===== config.mk =====
export PLATFORM = sky130hd
export DESIGN_NAME = fifo_mcu_wr_pack_flat
export DESIGN_NICKNAME = d
export VERILOG_FILES = /design/src/rtl/fifo_mcu_pkg.sv /design/src/rtl/fifo_mcu_wr_pack_if.sv /design/src/rtl/fifo_mcu_wr_ram.sv /design/src/rtl/fifo_mcu_wr_pack.sv /design/src/flat_wrapper.sv
export SDC_FILE = /design/constraint.sdc
export NUM_CORES = 1
export LEC_CHECK = 0
export BUFFER_PORTS_ARGS = -buffer_cell sky130_fd_sc_hd__buf_2
export CAP_MARGIN = 15
export CORE_MARGIN = 10
export CORE_UTILIZATION = 55
export DETAILED_ROUTE_END_ITERATION = 6
export GPL_ROUTABILITY_DRIVEN = 0
export MAX_ROUTING_LAYER = met4
export PLACE_DENSITY_LB_ADDON = 0.05
export SYNTH_ARGS = -nofsm -noshare
export SYNTH_HDL_FRONTEND = slang
export SYNTH_SLANG_ARGS = --single-unit

===== constraint.sdc =====
create_clock -name clk -period 2.9 [get_ports clk]
set_clock_uncertainty 0.1 [all_clocks]
set_input_delay 0.145 -clock clk [delete_from_list [all_inputs] [get_ports clk]]
set_output_delay 0.145 -clock clk [all_outputs]
set_load 0.01 [all_outputs]

===== src/rtl/fifo_mcu_pkg.sv =====
// Shared constants and word packing for the MCU FIFO family.
package fifo_mcu_pkg;

    localparam int unsigned MCU_FIFO_AW  = 6;
    localparam int unsigned MCU_BYTE_W   = 8;
    localparam int unsigned MCU_WORD_W   = 16;
    localparam logic [MCU_BYTE_W-1:0] MCU_PAD_BYTE = 8'h00;

    // Byte-lane convention: the first MCU byte of a pair lands in the low lane.
    localparam logic MCU_FIRST_LANE_LO = 1'b1;

    typedef struct packed {
        logic [MCU_BYTE_W-1:0] hi;
        logic [MCU_BYTE_W-1:0] lo;
    } mcu_word_t;

    // Pack two bytes in arrival order into one word according to the lane convention.
    function automatic mcu_word_t mcu_pack(input logic [MCU_BYTE_W-1:0] first,
                                           input logic [MCU_BYTE_W-1:0] second);
        mcu_word_t w;
        if (MCU_FIRST_LANE_LO) begin
            w.lo = first;
            w.hi = second;
        end else begin
            w.lo = second;
            w.hi = first;
        end
        return w;
    endfunction

endpackage


===== src/rtl/fifo_mcu_wr_pack_if.sv =====
// MCU byte-push / consumer word-pop bus of the MCU write FIFO.
interface fifo_mcu_wr_pack_if
    import fifo_mcu_pkg::*;
#(
    parameter int unsigned AW = MCU_FIFO_AW
);
    logic                  wr_en;
    logic [MCU_BYTE_W-1:0] wr_data;
    logic                  flush;
    logic                  wr_full;
    logic                  wr_drop;
    logic                  byte_pend;
    logic                  rd_en;
    logic [MCU_WORD_W-1:0] rd_data;
    logic                  rd_valid;
    logic                  empty;
    logic [AW:0]           level;

    // Producer/consumer side driving the FIFO.
    modport master (
        output wr_en, wr_data, flush, rd_en,
        input  wr_full, wr_drop, byte_pend, rd_data, rd_valid, empty, level
    );

    // The FIFO itself.
    modport slave (
        input  wr_en, wr_data, flush, rd_en,
        output wr_full, wr_drop, byte_pend, rd_data, rd_valid, empty, level
    );
endinterface


===== src/rtl/fifo_mcu_wr_ram.sv =====
// 2**AW x W simple-dual-port RAM with registered read output (EMB5K sdp, 18-bit ports).
module fifo_mcu_wr_ram
    import fifo_mcu_pkg::*;
#(
    parameter int unsigned AW = MCU_FIFO_AW,
    parameter int unsigned W  = MCU_WORD_W
) (
    input  logic          clk,
    input  logic          rstn,
    input  logic          we,
    input  logic [AW-1:0] waddr,
    input  logic [W-1:0]  wdata,
    input  logic          re,
    input  logic [AW-1:0] raddr,
    output logic [W-1:0]  rdata
);

    localparam int unsigned DEPTH = 2**AW;

    logic [W-1:0] mem [DEPTH];

    // Write port; array contents are deliberately not reset.
    always_ff @(posedge clk) begin
        if (we) begin
            mem[waddr] <= wdata;
        end
    end

    // Read port output register; holds its value between reads.
    always_ff @(posedge clk) begin
        if (!rstn) begin
            rdata <= '0;
        end else if (re) begin
            rdata <= mem[raddr];
        end
    end

endmodule


===== src/rtl/fifo_mcu_wr_pack.sv =====
// MCU write-path FIFO: packs byte pairs into 16-bit words, pops words with 1-cycle latency.
module fifo_mcu_wr_pack
    import fifo_mcu_pkg::*;
#(
    parameter int unsigned           AW       = MCU_FIFO_AW,
    parameter logic [MCU_BYTE_W-1:0] PAD_BYTE = MCU_PAD_BYTE
) (
    input  logic              clk,
    input  logic              rstn,
    fifo_mcu_wr_pack_if.slave bus
);

    localparam int unsigned DEPTH    = 2**AW;
    localparam logic [AW:0] FULL_CNT = (AW+1)'(DEPTH);

    logic [AW-1:0]         wptr;
    logic [AW-1:0]         rptr;
    logic [AW:0]           count;
    logic                  half_vld;
    logic [MCU_BYTE_W-1:0] half_byte;
    logic                  flush_pend;
    logic                  wr_drop;
    logic                  rd_valid;

    logic                  full_c;
    logic                  empty_c;
    logic                  accept_c;
    logic                  byte_wr_c;
    logic                  pad_wr_c;
    logic                  push_c;
    logic                  pop_c;
    mcu_word_t             wword_c;

    // Handshake decode from registered state; byte completion and pad write are exclusive.
    always_comb begin
        full_c    = (count == FULL_CNT);
        empty_c   = (count == '0);
        accept_c  = bus.wr_en & ~full_c;
        byte_wr_c = accept_c & half_vld;
        pad_wr_c  = flush_pend & ~accept_c & half_vld & ~full_c;
        push_c    = byte_wr_c | pad_wr_c;
        pop_c     = bus.rd_en & ~empty_c;
        wword_c   = byte_wr_c ? mcu_pack(half_byte, bus.wr_data)
                              : mcu_pack(half_byte, PAD_BYTE);
    end

    // Pack register, flush tracking, pointers, count and status pulses.
    always_ff @(posedge clk) begin
        if (!rstn) begin
            wptr       <= '0;
            rptr       <= '0;
            count      <= '0;
            half_vld   <= 1'b0;
            half_byte  <= '0;
            flush_pend <= 1'b0;
            wr_drop    <= 1'b0;
            rd_valid   <= 1'b0;
        end else begin
            if (accept_c) begin
                if (half_vld) begin
                    half_vld <= 1'b0;
                end else begin
                    half_byte <= bus.wr_data;
                    half_vld  <= 1'b1;
                end
            end else if (pad_wr_c) begin
                half_vld <= 1'b0;
            end

            // A normal word completion or the pad write retires a pending flush.
            if (byte_wr_c || pad_wr_c) begin
                flush_pend <= 1'b0;
            end else if (bus.flush && (half_vld || accept_c)) begin
                flush_pend <= 1'b1;
            end

            if (push_c) begin
                wptr <= wptr + AW'(1);
            end
            if (pop_c) begin
                rptr <= rptr + AW'(1);
            end

            unique case ({push_c, pop_c})
                2'b10:   count <= count + (AW+1)'(1);
                2'b01:   count <= count - (AW+1)'(1);
                default: count <= count;
            endcase

            wr_drop  <= bus.wr_en & full_c;
            rd_valid <= pop_c;
        end
    end

    fifo_mcu_wr_ram #(
        .AW (AW),
        .W  (MCU_WORD_W)
    ) u_ram (
        .clk   (clk),
        .rstn  (rstn),
        .we    (push_c),
        .waddr (wptr),
        .wdata (wword_c),
        .re    (pop_c),
        .raddr (rptr),
        .rdata (bus.rd_data)
    );

    // Status flags derived from registered state.
    always_comb begin
        bus.wr_full   = full_c;
        bus.empty     = empty_c;
        bus.level     = count;
        bus.byte_pend = half_vld;
        bus.wr_drop   = wr_drop;
        bus.rd_valid  = rd_valid;
    end

endmodule


===== src/flat_wrapper.sv =====
// flat-port wrapper written by rule: the top's interface ports become plain ports
module fifo_mcu_wr_pack_flat import fifo_mcu_pkg::*;
#(
    parameter int unsigned           AW       = MCU_FIFO_AW,
    parameter logic [MCU_BYTE_W-1:0] PAD_BYTE = MCU_PAD_BYTE
)
  (clk, rstn, bus_wr_en, bus_wr_data, bus_flush, bus_rd_en, bus_wr_full, bus_wr_drop, bus_byte_pend, bus_rd_data, bus_rd_valid, bus_empty, bus_level);
  fifo_mcu_wr_pack_if #(.AW(AW)) bus_i ();
  input  logic clk;
  input  logic rstn;
  input wire logic [$bits(bus_i.wr_en)-1:0] bus_wr_en;
  input wire logic [$bits(bus_i.wr_data)-1:0] bus_wr_data;
  input wire logic [$bits(bus_i.flush)-1:0] bus_flush;
  input wire logic [$bits(bus_i.rd_en)-1:0] bus_rd_en;
  output wire logic [$bits(bus_i.wr_full)-1:0] bus_wr_full;
  output wire logic [$bits(bus_i.wr_drop)-1:0] bus_wr_drop;
  output wire logic [$bits(bus_i.byte_pend)-1:0] bus_byte_pend;
  output wire logic [$bits(bus_i.rd_data)-1:0] bus_rd_data;
  output wire logic [$bits(bus_i.rd_valid)-1:0] bus_rd_valid;
  output wire logic [$bits(bus_i.empty)-1:0] bus_empty;
  output wire logic [$bits(bus_i.level)-1:0] bus_level;
  assign bus_i.wr_en = bus_wr_en;
  assign bus_i.wr_data = bus_wr_data;
  assign bus_i.flush = bus_flush;
  assign bus_i.rd_en = bus_rd_en;
  assign bus_wr_full = bus_i.wr_full;
  assign bus_wr_drop = bus_i.wr_drop;
  assign bus_byte_pend = bus_i.byte_pend;
  assign bus_rd_data = bus_i.rd_data;
  assign bus_rd_valid = bus_i.rd_valid;
  assign bus_empty = bus_i.empty;
  assign bus_level = bus_i.level;
  fifo_mcu_wr_pack #(.AW(AW), .PAD_BYTE(PAD_BYTE)) u_core (.clk(clk), .rstn(rstn), .bus(bus_i));
endmodule

# Word-level counts from Yosys, hierarchy flattened
# Memories as Yosys holds them, arrays and structs flattened. A register that Yosys moved wholly into a read port is not among the register bits.
# Cells that the tools add are included.
# Widths: inputs -> output; s select.
[classes] muxes=7 n_reduce_logical=9 eq_ne=3 n_bitwise=13 addsub=4
[op_table] op="$mux 16" n=1
[op_table] op="$pmux 7 s2" n=1
[op_table] op="$add 6x1->6 const B" n=2
[op_table] op="$add 7x1->7 const B" n=1
[op_table] op="$and 1x1->1" n=7
[op_table] op="$eq 7x7->1 const B" n=1
[op_table] op="$logic_not 7->1" n=1
[op_table] op="$sub 7x1->7 const B" n=1
[op_table] op="$mux 1" n=5
[op_table] op="$not 1->1" n=5
[op_table] op="$reduce_bool 2->1" n=2
[op_table] op="$eq 2x1->1 const B" n=1
[op_table] op="$eq 2x2->1 const B" n=1
[op_table] op="$logic_or 1x1->1" n=2
[op_table] op="$reduce_and 2->1" n=1
[op_table] op="$reduce_or 2->1" n=1
[op_table] op="$logic_and 1x1->1" n=1
[op_table] op="$logic_not 1->1" n=1
[op_table] op="$or 1x1->1" n=1
[totals] ram_bits=1024 n_memories=1 ff_bits=31 output_inout_bits=28 input_bits=13
[mem_list] memory="u_core.u_ram.mem" depth=64 word_bits=16 read_ports=1 rd_ports_with_merged_regs=1 write_ports=1 line="fifo_mcu_wr_ram.sv:20" rtl="logic [W-1:0] mem [DEPTH];"

# Depth between registers and ports, before layout
[logic_depth] ltp_word=10 depth_mapped=14 mapped_depth_nobuf=14

# Hierarchy
# Synthesis repeated with hierarchy kept, for this count alone.
[unflattened] hier_cells=2230 hier_area_um2=41742.5
[by_module_without_submodules] mod="fifo_mcu_wr_ram" instances=1 area_each_um2=40114.7 cells_per_inst=2038
[by_module_without_submodules] mod="fifo_mcu_wr_pack" instances=1 area_each_um2=1627.8 cells_per_inst=192

# Worst setup path before layout
# Ideal clock, no wire load.
[synth_timing] path_type="register to register" from="register u_core.count[0], in the netlist u_core.bus.level[0]" to="register u_core.count[6], in the netlist u_core.bus.level[6]" setup_slack_ps=-405 t_arrival_ps=3091 required_ps=2685 stages_incl_launch_ff=14 path_cell_list="dfxtp_1 nor4_1 nand3_1 inv_1 nor2_1 inv_1 ha_1 ha_1 nor2b_1 o21ai_0 a21oi_1 or4_1 and4_1 o21a_1"
[synth_between] elab_chain_len=10
[synth_lines] element="start: declaration" line="fifo_mcu_wr_pack.sv:18" rtl="logic [AW:0] count;"
[synth_lines] element="start signal: assignment" line="fifo_mcu_wr_pack.sv:85" rtl="2'b10: count <= count + (AW+1)'(1);"
[synth_lines] element="start signal: assignment" line="fifo_mcu_wr_pack.sv:86" rtl="2'b01: count <= count - (AW+1)'(1);"
[synth_lines] element="start signal: assignment" line="fifo_mcu_wr_pack.sv:87" rtl="default: count <= count;"
[synth_lines] element="$eq 7x7->1 (*)" line="fifo_mcu_wr_pack.sv:36" rtl="full_c = (count == FULL_CNT);"
[synth_lines] element="via bus_wr_full" line="flat_wrapper.sv:15" rtl="output wire logic [$bits(bus_i.wr_full)-1:0] bus_wr_full;"
[synth_lines] element="$not 1->1 (*)" line="fifo_mcu_wr_pack.sv:38, fifo_mcu_wr_pack.sv:40"
[synth_lines] element="$and 1x1->1" line="fifo_mcu_wr_pack.sv:38" rtl="accept_c = bus.wr_en & ~full_c;"
[synth_lines] element="$not 1->1" line="fifo_mcu_wr_pack.sv:40" rtl="pad_wr_c = flush_pend & ~accept_c & half_vld & ~full_c;"
[synth_lines] element="$and 1x1->1 (3 in series)" line="fifo_mcu_wr_pack.sv:40"
[synth_lines] element="$or 1x1->1 (*)" line="fifo_mcu_wr_pack.sv:41" rtl="push_c = byte_wr_c | pad_wr_c;"
[synth_lines] element="$eq 2x1->1 or $eq 2x2->1 (tied branches)" line="fifo_mcu_wr_pack.sv:84" rtl="unique case ({push_c, pop_c})"
[synth_lines] element="$pmux 7 s2 or $reduce_bool 2->1 (tied branches)"
# The timed path passes the listed nets; every way through them passes the cells marked *.
# A chain may end at the register's enable or synchronous reset.

# Worst setup path in the final report
[layout_timing] from="register u_core.count[0], in the netlist u_core.bus.level[0]" to="register u_core.count[6], in the netlist u_core.bus.level[6]"
[layout_between] elab_chain_len=10
[layout_lines] element="$eq 7x7->1" line="fifo_mcu_wr_pack.sv:36"
[layout_lines] element="$not 1->1" line="fifo_mcu_wr_pack.sv:38, fifo_mcu_wr_pack.sv:40"
[layout_lines] element="$and 1x1->1" line="fifo_mcu_wr_pack.sv:38"
[layout_lines] element="$not 1->1" line="fifo_mcu_wr_pack.sv:40"
[layout_lines] element="$and 1x1->1 (3 in series)" line="fifo_mcu_wr_pack.sv:40"
[layout_lines] element="$or 1x1->1" line="fifo_mcu_wr_pack.sv:41"
[layout_lines] element="$eq 2x1->1 or $eq 2x2->1 (tied branches)" line="fifo_mcu_wr_pack.sv:84"
[layout_lines] element="$pmux 7 s2 or $reduce_bool 2->1 (tied branches)"
# Several ways; a longest one is shown, not always the timed one.

==> run_results.csv <==
group,metric,value,unit
clocking,cts_buffers,107,
sta,finalSetupViolCount,1,
setup_path,worstPathRequired,3340,ps
synth,seq_area_frac_synth,0.761,
hold_path,hp-start,"bus_rd_en",
setup_path,crit_top_cell,"inv_2",
setup_path,slowest_delay,380,ps
sta,max_freq,343,MHz
synth,syn_inst,2084,
synth,synth.distinct_cells,49,
sta,hold_violations,0,
detailed_routing,drc,0,
detailed_routing,vias_per_cell,6.14,
setup_path,rr_worst_depth,15,
setup_path,crit_chain,"nor4_4 -> nand3_2 -> inv_2 -> nor2_2 -> inv_2 -> ha_4 -> inv_4 -> fa_2 -> nor2b_1 -> o21ai_1 -> a21oi_2 -> buf_4 -> o211ai_1 -> and4_1 -> o21a_1",
finish,area_growth,15.9,%
floorplanning,io_pins,41,
sta,min_period,2910,ps
placed_design,port_buffers,40,
hold_path,min_path_type,"input port to flip-flop",
floorplanning,start_util,0.557,
clocking,clkTransAtPathRegs,60,ps
outcome,status,"complete, but fails checks",
sta,worstMarginPinSlew,1020,ps
global_route,grt_pass1_wl,144000,um
synth,avgSynthCellArea,20.0,um^2
setup_path,crit_family,"simple AND/OR/NAND/NOR gates",
global_route,grt_pass1_vias,21348,
setup_path,cp-start-kind,"flip-flop",
detailed_routing,drt-total-wl,98600,um
synth,yosysWarningCount,0,
power,powerDensity,793,nW/um^2
setup_path,reg2reg_from,"u_core.bus.level[0]$_SDFFE_PN0P_",
detailed_routing,route.vias.total,21117,
setup_path,r2r_end,"u_core.bus.level[6]$_SDFFE_PN0P_",
hold_path,hold_end,"u_core.bus.rd_valid$_SDFF_PN0_",
setup_path,cp_num_buf_inv,4,
setup_path,cp.arrival,3360,ps
setup_path,critical_path_class,"flip-flop to flip-flop",
setup_path,end_kind,"flip-flop",
flow_run,max-cap-violations,0,
global_route,grt.overflow.total,0,
synth,async_flop_share,0,
finish,fin_nets,2402,
finish,nFillCells,5115,
sta,setup_ws,-14.3,ps
global_route,grt_start_max_net_pins,65,
sta,rsz0062_at_grt,"yes",
synth,synthFlopType,"edfxtp_1",
outcome,violations,"negative setup slack",
synth,netlist_area,41700,um^2
setup_path,slowest_stage,"nor4_4",
detailed_routing,first_pass_iters,5,
setup_path,reg2reg_setup_slack,-10,ps
setup_path,path_max_fanout,5,
sta,finalCritPeriodShare,1.00,
synth,synth_seq_cells,1071,
global_route,antenna_found_initial,4,
floorplanning,dieArea,87100,um^2
synth,synth_edf_count,1024,
finish,fin_area,48300,um^2
hold_path,hold_depth,5,
sta,slew_headroom,0.322,
detailed_routing,postRouteAntennaNets,0,
clocking,cts_tree,"done",
floorplanning,die_x,295,um
sta,slew_viol_final,0,
placed_design,placed_area,44400,um^2
floorplanning,core_area,74800,um^2
global_route,grt_use_total,0.234,
clocking,ctsHtreeMaxLevel,3,
finish,drive_gt1_frac,0.263,
placed_design,post-dp-hpwl,59200,um
synth,syn_nets,2106,
detailed_routing,dr.first_iter.drc_count,1905,
power,ir_worst_vdd,0.689,mV
floorplanning,die_h,295,um
floorplanning,rows,100,
detailed_routing,wl_per_cell,28.6,um
clocking,clk_path_buf_depth,3,
clocking,cts.sinks,1071,
power,power_leakage,0.0160,uW
clocking,clockRootBuffer,"clkbuf_16",
clocking,clkLatencyLatePin,660,ps
placed_design,pre_cts_ws,-26.3,ps
==> state kept, by name, summed over array words and instances, names as in the netlist <==
signal                cells
u_core.bus.rd_valid       1
u_core.bus.wr_drop        1
u_core.flush_pend         1
u_core.u_ram.rdata       16
u_core.u_ram.mem       1024
u_core.rptr               6
u_core.bus.level          7
u_core.half_byte          8
u_core.bus.byte_pend      1
u_core.wptr               6
==> synthesized netlist by cell type (17+ instances only) <==
cell / instances / area, um^2
nand3_1: 17 / 85.1
nor2_1: 119 / 447
and2_1: 24 / 150
nand2_1: 40 / 150
o21ai_0: 53 / 265
clkbuf_1: 55 / 206
o22ai_1: 39 / 244
buf_2: 24 / 120
mux4_2: 173 / 3900
a21oi_1: 17 / 85.1
nor3_1: 17 / 85.1
buf_4: 18 / 135
edfxtp_1: 1024 / 30700
mux4_1: 20 / 526
dfxtp_1: 47 / 941
mux2i_1: 212 / 2120
==> per-layer routing <==
metal / share of wire / GRT usage / vias up
li1: - / - / 9131
met1: 0.42 / 0.318 / 11069
met2: 0.47 / 0.351 / 758
met3: 0.072 / 0.0487 / 159
met4: 0.037 / 0.0840 / 0
met5: 0 / - / -
==> cells in the final DEF, fill, tap and decap left out, types with 5 or more instances in the layout <==
master         instances
clkinv_1              32
clkbuf_8               5
clkinv_2              18
nand2b_1              12
o21ai_0               52
and2_1                16
nor2_1               116
bufinv_16              5
mux2i_1              211
clkbuf_16            109
inv_1                  8
buf_4                208
nor3_1                16
mux4_1                20
o211ai_1               8
buf_12                30
clkbuf_1              25
and3_1                 7
a22oi_1               15
dfxtp_1               31
a211oi_1              10
nand3_1               15
nand2_1               36
and2_2                 7
nor4_1                15
a21oi_1               16
o22ai_1               39
o221ai_1               9
ha_1                   6
a32oi_1               16
nor2b_1               15
dlygate4sd3_1         20
dfxtp_2               13
xnor2_1                9
buf_2                 40
mux4_2               173
edfxtp_1            1024
==> logic make-up (layout without fill, tap and decap cells) <==
group | after synthesis | in the layout | synth area share
flops | 1071 | 1071 | 0.761
mux | 405 | 405 | 0.157
simple gates | 283 | 283 | 0.0323
compound gates | 178 | 178 | 0.0276
buf+inv | 127 | 514 | 0.0170
xor+xnor | 11 | 11 | 0.00231
fa+ha+maj | 9 | 9 | 0.00288
other cells | 0 | 2 | 0
==> power by group <==
| group | switching, uW | internal [uW] | total (uW) |
|---|---|---|---|
| sequential | 356 | 17400 | 17700 |
| clock | 5590 | 7440 | 13000 |
| combinational | 3700 | 3820 | 7520 |
| total | 9650 | 28600 | 38300 |
==> worst max-delay path by stage <==
stage | startpoint | end | slack (ps) | cells past startpoint
2_1_floorplan | u_core.bus.level[2]$_SDFFE_PN0P_ | u_core.bus.level[6]$_SDFFE_PN0P_ | 30 | 13
3_3_place_gp | u_core.bus.level[3]$_SDFFE_PN0P_ | u_core.bus.level[6]$_SDFFE_PN0P_ | 10 | 13
3_5_place_dp | u_core.bus.level[3]$_SDFFE_PN0P_ | u_core.bus.level[6]$_SDFFE_PN0P_ | -30 | 13
4_1_cts | u_core.rptr[0]$_SDFFE_PN0P_ | u_core.u_ram.rdata[2]$_SDFFE_PN0P_ | 4 | 6
5_1_grt | u_core.bus.level[0]$_SDFFE_PN0P_ | u_core.bus.level[6]$_SDFFE_PN0P_ | -130 | 15
6_report | u_core.bus.level[0]$_SDFFE_PN0P_ | u_core.bus.level[6]$_SDFFE_PN0P_ | -10 | 15
==> worst reg2reg max path, cell delays in order (launching register included) <==
cell,delay [ps]
dfxtp_2,330
nor4_4,380
nand3_2,150
inv_2,100
nor2_2,50
inv_2,80
ha_4,180
inv_4,40
fa_2,360
nor2b_1,120
o21ai_1,100
a21oi_2,170
buf_4,130
o211ai_1,120
and4_1,230
o21a_1,170
==> repair_timing <==
action / CTS / global route
hold buffers: 21 / 0
pin swaps: 5 / 13
endpoints found under the setup margin: 1 / 564
resized for setup: 2 / 16
setup buffers: 8 / 29
hold endpoints to repair: 31 / 0
==> stage by stage <==
stage               total power, uW  hold slack, ps  setup TNS [ps]  utilization  instances
CTS                           38200            28.8               0        0.641       3411
global placement              25100             284               0        0.593       3182
finish                        38300            68.2           -14.3        0.645       3442
global route                  39700            74.4            -279        0.645       3440
detailed placement            25100             296           -26.3        0.593       3182
floorplan                     22800             181               0            -       2084
==> area by class of cell <==
class | instances | area, um^2 | share of cell area
diodes | 2 | 5.00 | 0.000104
well taps | 969 | 1210 | 0.0251
clock buffers | 139 | 2890 | 0.0599
clock inverters | 61 | 427 | 0.00884
multi-input cells | 886 | 9370 | 0.194
inverters | 12 | 47.5 | 0.000985
flip-flops and latches | 1071 | 31700 | 0.657
repair buffers | 302 | 2620 | 0.0543
Note: power is estimated with default switching activity, not from simulation.
